===== config.mk =====
export PLATFORM = sky130hd
export DESIGN_NAME = imem_dmem_arbiter
export DESIGN_NICKNAME = d
export VERILOG_FILES = /design/src/rtl/imem_dmem_arbiter.sv
export SDC_FILE = /design/constraint.sdc
export NUM_CORES = 1
export LEC_CHECK = 0
export CORE_ASPECT_RATIO = 0.8
export CORE_MARGIN = 5
export CORE_UTILIZATION = 40
export CTS_CLUSTER_SIZE = 24
export DETAILED_ROUTE_END_ITERATION = 10
export MAX_ROUTING_LAYER = met4
export PLACE_DENSITY_LB_ADDON = 0.2
export SETUP_SLACK_MARGIN = 0.1
export SKIP_CTS_REPAIR_TIMING = 1
export SLEW_MARGIN = 15
export SYNTH_ARGS = -nofsm -noshare
export SYNTH_HDL_FRONTEND = slang
export SYNTH_SLANG_ARGS = --single-unit

===== constraint.sdc =====
create_clock -name clk -period 2.1 [get_ports clk]
set_input_delay 0.42 -clock clk [delete_from_list [all_inputs] [get_ports clk]]
set_output_delay 0.42 -clock clk [all_outputs]
set_load 0.01 [all_outputs]

===== src/rtl/imem_dmem_arbiter.sv =====
// Arbitrates a single-port memory between instruction fetch (read-only) and the data port.
// Data wins ties; a bounded data streak guarantees fetch eventually gets the memory.
module imem_dmem_arbiter #(
   parameter int unsigned ADDR_W       = 32,
   parameter int unsigned DATA_W       = 32,
   parameter int unsigned MAX_D_STREAK = 4
) (
   input  logic                clk,
   input  logic                rst,
   input  logic                i_req,
   input  logic [ADDR_W-1:0]   i_addr,
   output logic [DATA_W-1:0]   i_rdata,
   output logic                i_waitrequest,
   input  logic                d_read,
   input  logic                d_write,
   input  logic [ADDR_W-1:0]   d_addr,
   input  logic [DATA_W-1:0]   d_wdata,
   input  logic [DATA_W/8-1:0] d_byteen,
   output logic [DATA_W-1:0]   d_rdata,
   output logic                d_waitrequest,
   output logic [ADDR_W-1:0]   mem_addr,
   output logic                mem_read,
   output logic                mem_write,
   output logic [DATA_W-1:0]   mem_wdata,
   output logic [DATA_W/8-1:0] mem_byteen,
   input  logic                mem_waitrequest,
   input  logic [DATA_W-1:0]   mem_rdata,
   input  logic                mem_rdata_valid
);

   localparam int unsigned BE_W     = DATA_W / 8;
   localparam int unsigned STREAK_W = $clog2(MAX_D_STREAK + 1);
   localparam logic [STREAK_W-1:0] MaxStreak = STREAK_W'(MAX_D_STREAK);

   localparam logic [1:0] StIdle   = 2'd0;
   localparam logic [1:0] StCmd    = 2'd1;
   localparam logic [1:0] StRdWait = 2'd2;
   localparam logic [1:0] StDone   = 2'd3;

   logic [1:0]          state_q, state_d;
   logic                owner_d_q, owner_d_d;  // 1: data port owns the transaction
   logic [STREAK_W-1:0] streak_q, streak_d;
   logic [ADDR_W-1:0]   addr_q, addr_d;
   logic [DATA_W-1:0]   wdata_q, wdata_d;
   logic [BE_W-1:0]     byteen_q, byteen_d;
   logic                write_q, write_d;
   logic [DATA_W-1:0]   i_rdata_q, i_rdata_d;
   logic [DATA_W-1:0]   d_rdata_q, d_rdata_d;

   logic d_req;
   logic d_is_write;

   // A simultaneous read+write request is serviced as a plain read.
   assign d_req      = d_read | d_write;
   assign d_is_write = d_write & ~d_read;

   always_comb begin
      state_d   = state_q;
      owner_d_d = owner_d_q;
      streak_d  = streak_q;
      addr_d    = addr_q;
      wdata_d   = wdata_q;
      byteen_d  = byteen_q;
      write_d   = write_q;
      i_rdata_d = i_rdata_q;
      d_rdata_d = d_rdata_q;

      unique case (state_q)
         StIdle: begin
            if (!i_req) begin
               streak_d = '0;
            end
            if (d_req && (!i_req || (streak_q < MaxStreak))) begin
               owner_d_d = 1'b1;
               addr_d    = d_addr;
               write_d   = d_is_write;
               wdata_d   = d_is_write ? d_wdata : '0;
               byteen_d  = d_is_write ? d_byteen : '1;
               state_d   = StCmd;
               if (i_req) begin
                  streak_d = streak_q + STREAK_W'(1);
               end
            end else if (i_req) begin
               owner_d_d = 1'b0;
               addr_d    = i_addr;
               write_d   = 1'b0;
               wdata_d   = '0;
               byteen_d  = '1;
               streak_d  = '0;
               state_d   = StCmd;
            end
         end
         StCmd: begin
            if (!mem_waitrequest) begin
               state_d = write_q ? StDone : StRdWait;
            end
         end
         StRdWait: begin
            if (mem_rdata_valid) begin
               if (owner_d_q) begin
                  d_rdata_d = mem_rdata;
               end else begin
                  i_rdata_d = mem_rdata;
               end
               state_d = StDone;
            end
         end
         StDone: begin
            state_d = StIdle;
         end
         default: begin
            state_d = StIdle;
         end
      endcase
   end

   always_ff @(posedge clk or negedge rst) begin
      if (!rst) begin
         state_q   <= StIdle;
         owner_d_q <= 1'b0;
         streak_q  <= '0;
         addr_q    <= '0;
         wdata_q   <= '0;
         byteen_q  <= '0;
         write_q   <= 1'b0;
         i_rdata_q <= '0;
         d_rdata_q <= '0;
      end else begin
         state_q   <= state_d;
         owner_d_q <= owner_d_d;
         streak_q  <= streak_d;
         addr_q    <= addr_d;
         wdata_q   <= wdata_d;
         byteen_q  <= byteen_d;
         write_q   <= write_d;
         i_rdata_q <= i_rdata_d;
         d_rdata_q <= d_rdata_d;
      end
   end

   always_comb begin
      mem_addr      = addr_q;
      mem_wdata     = wdata_q;
      mem_byteen    = byteen_q;
      mem_read      = (state_q == StCmd) & ~write_q;
      mem_write     = (state_q == StCmd) & write_q;
      i_rdata       = i_rdata_q;
      d_rdata       = d_rdata_q;
      // Completion is signalled only to the owner, and only in the single DONE cycle.
      i_waitrequest = i_req & ~((state_q == StDone) & ~owner_d_q);
      d_waitrequest = d_req & ~((state_q == StDone) & owner_d_q);
   end

endmodule

==> out/results.ini <==
[cts]
cts_sinks=139
htree_levels=4
cts-buffers-inserted=17
cts_tree=done
cts.path.max_buffers=2
clk_pin_slew_worst_paths_ps=50
clk_latency_ps=420
root_buffer=clkbuf_16

[run]
max-cap-violations=0

[synthesis]
synth_flop_cell=dfrtp_1
yosysWarnings=0
synth_edf_count=0
synthCells=406
yosysUniqueCellTypes=32
synth_seq_cells=139
ys_seq_area_share_pct=62.10
yosys.area.top_type=dfrtp_1
syn_avg_cell_area_um2=13.80
syn_nets=551
synth_area_um2=5602
synthTopCellsByArea=dfrtp_1 (62%), mux2_2 (13%), mux2i_1 (5.7%)
yosys.area.top_type_share_pct=62.10
async_flop_share_pct=100.0

[global_route]
grt.overflow.total=0
grt_max_degree=85
grt_pass1_wl_mm=24.29
antenna_found_initial=0
track_usage_pct=19.77
first_global_vias=4694

[power]
power_density_nw_per_um2=1477
vdd_drop_max_uv=907.3
p_leak_nw=4.141

[die]
initial_utilization_pct=41.05
num_rows=38
fp.dieH_um=115.8
ioPinCount=275
core-area_um2=13650
die-area_um2=16490
die_x_um=142.3

[final_layout]
drive_gt1_share_pct=16.00
final_design_area_no_fill_um2=9215
fin_nets=833
antennaDiodeCount=0
syn2layout_area_growth_pct=64.51

[place]
hpwl_mm=11.63
place_ws_ps=-52.29
placed_area_um2=8620
gp_congestion=0.7885
io_buffers=274

[timing]
max_freq_ghz=0.5257
tns_ps=0
min_period_ps=1902
hold_violations=0
finalSetupViolCount=0
finalCritPeriodShare_pct=90.58
holdWs_ps=473.6
rsz0062_at_grt=yes
slew_viol_final=0
setup_ws_ps=197.9
max-slew-margin-rel_pct=74.07
worst_slew_pin_slew_ps=383.6
skew_ps=7.181

[worst_setup_path]
worstPathArrival_ps=1480
cp_slowest_cell=dfrtp_1
crit_buf_inv=2
critPathTopFamily=flip-flops
start_kind=register
crit_chain=inv_1, ha_1, and2_1, dlymetal6s2s_1
critical_path_class=register to primary output
crit_fanout=5
required_ps=1680
end_kind=primary output
slowest_delay_ps=400

[detailed_routing]
dr_total_vias=4253
vias_per_cell=4.833
wl_mm=15.43
routedWlPerCell_um=17.53
firstDrtPassIters=4
drc_errors=0
drtAntennaViolNets=0
drtIter0Drc=163

[status]
outcome=completed

[worst_hold_path]
hp-class=input port to asynchronous set/reset pin

metrics by stage:
step	power, mW	utilization, %	std cells
final	13.61	67.53	880
after global routing	14.44	67.53	880
after CTS	13.81	67.38	879
after detailed placement	10.86	63.17	848
after global placement	10.69	63.17	848
after floorplan	7.252	-	406
cells in the final DEF (no fill, tap or decap), types with 2 or more instances in the layout:
| master | n |
|---|---|
| a22o_1 | 32 |
| and2_1 | 2 |
| buf_12 | 7 |
| buf_4 | 8 |
| clkbuf_1 | 2 |
| clkbuf_16 | 17 |
| clkbuf_8 | 6 |
| clkdlybuf4s50_1 | 269 |
| clkinv_2 | 3 |
| clkinvlp_4 | 2 |
| dfrtp_1 | 139 |
| dlymetal6s2s_1 | 4 |
| ha_1 | 6 |
| inv_1 | 5 |
| mux2_2 | 65 |
| mux2i_1 | 32 |
| nand2_1 | 38 |
| nand2b_1 | 2 |
| nand3_1 | 2 |
| nor2_1 | 2 |
| nor2b_1 | 2 |
| o21ai_0 | 19 |
| o21ai_1 | 15 |
| o22a_1 | 4 |
| o22ai_1 | 2 |
synthesized netlist by cell type (all sizes together), types with 2 or more instances:
library cell	n
dfrtp	139
mux2	65
nand2	38
o21ai	34
a22o	32
mux2i	32
buf	25
ha	6
inv	5
o22a	4
and2	2
clkbuf	2
nand2b	2
nand3	2
nor2	2
nor2b	2
o22ai	2
flip-flops by register name, indices dropped and copies added (netlist names):
signal      cells
state_q         2
write_q         1
mem_byteen      4
mem_wdata      32
owner_d_q       1
mem_addr       32
d_rdata        32
i_rdata        32
streak_q        3
cells by family after synthesis:
kind of cell / synth area share (%)
muxes: 18.78
and+or+nand+nor: 4.266
AOI/OAI and AO/OA: 10.48
adders and majority gates: 1.340
buffers and inverters: 3.038
DFF: 62.10
report_power, final:
part	leakage, nW	internal [mW]	switching, mW
combinational	2.14	3.61	2.39
sequential	1.72	4.02	0.735
clock	0.281	1.80	1.06
metal layers:
metal	global-route usage, %	share of wire, %	vias to the layer above
li1	-	-	2010
met1	23.42	41	2039
met2	31.53	48	182
met3	7.261	9.2	22
met4	6.650	1.6	0
met5	-	0	-
final cells by class:
type                    instances  area [µm²]
flip-flops and latches        139        3478
fillers                       959        4431
multi-input cells             235        1953
well taps                     180       225.2
inverters                       5       18.77
clock buffers                  25       515.5
clock inverters                 6       60.06
repair buffers                290        2964
path summary, 6_finish.rpt:
check                             startpoint           end  slack [ps]  depth (start not counted)
worst max register to register    state_q[0]    state_q[1]         390                          5
worst min-delay path                     rst   i_rdata[29]         470                          2
max in group asynchronous                rst  mem_addr[27]         980                          3
worst max-delay path              state_q[1]     mem_write         200                          4
min in group clk                mem_addr[16]  mem_addr[16]         480                          2
worst min register to register  mem_addr[16]  mem_addr[16]         480                          2
Power figures use the tool's default switching activity.
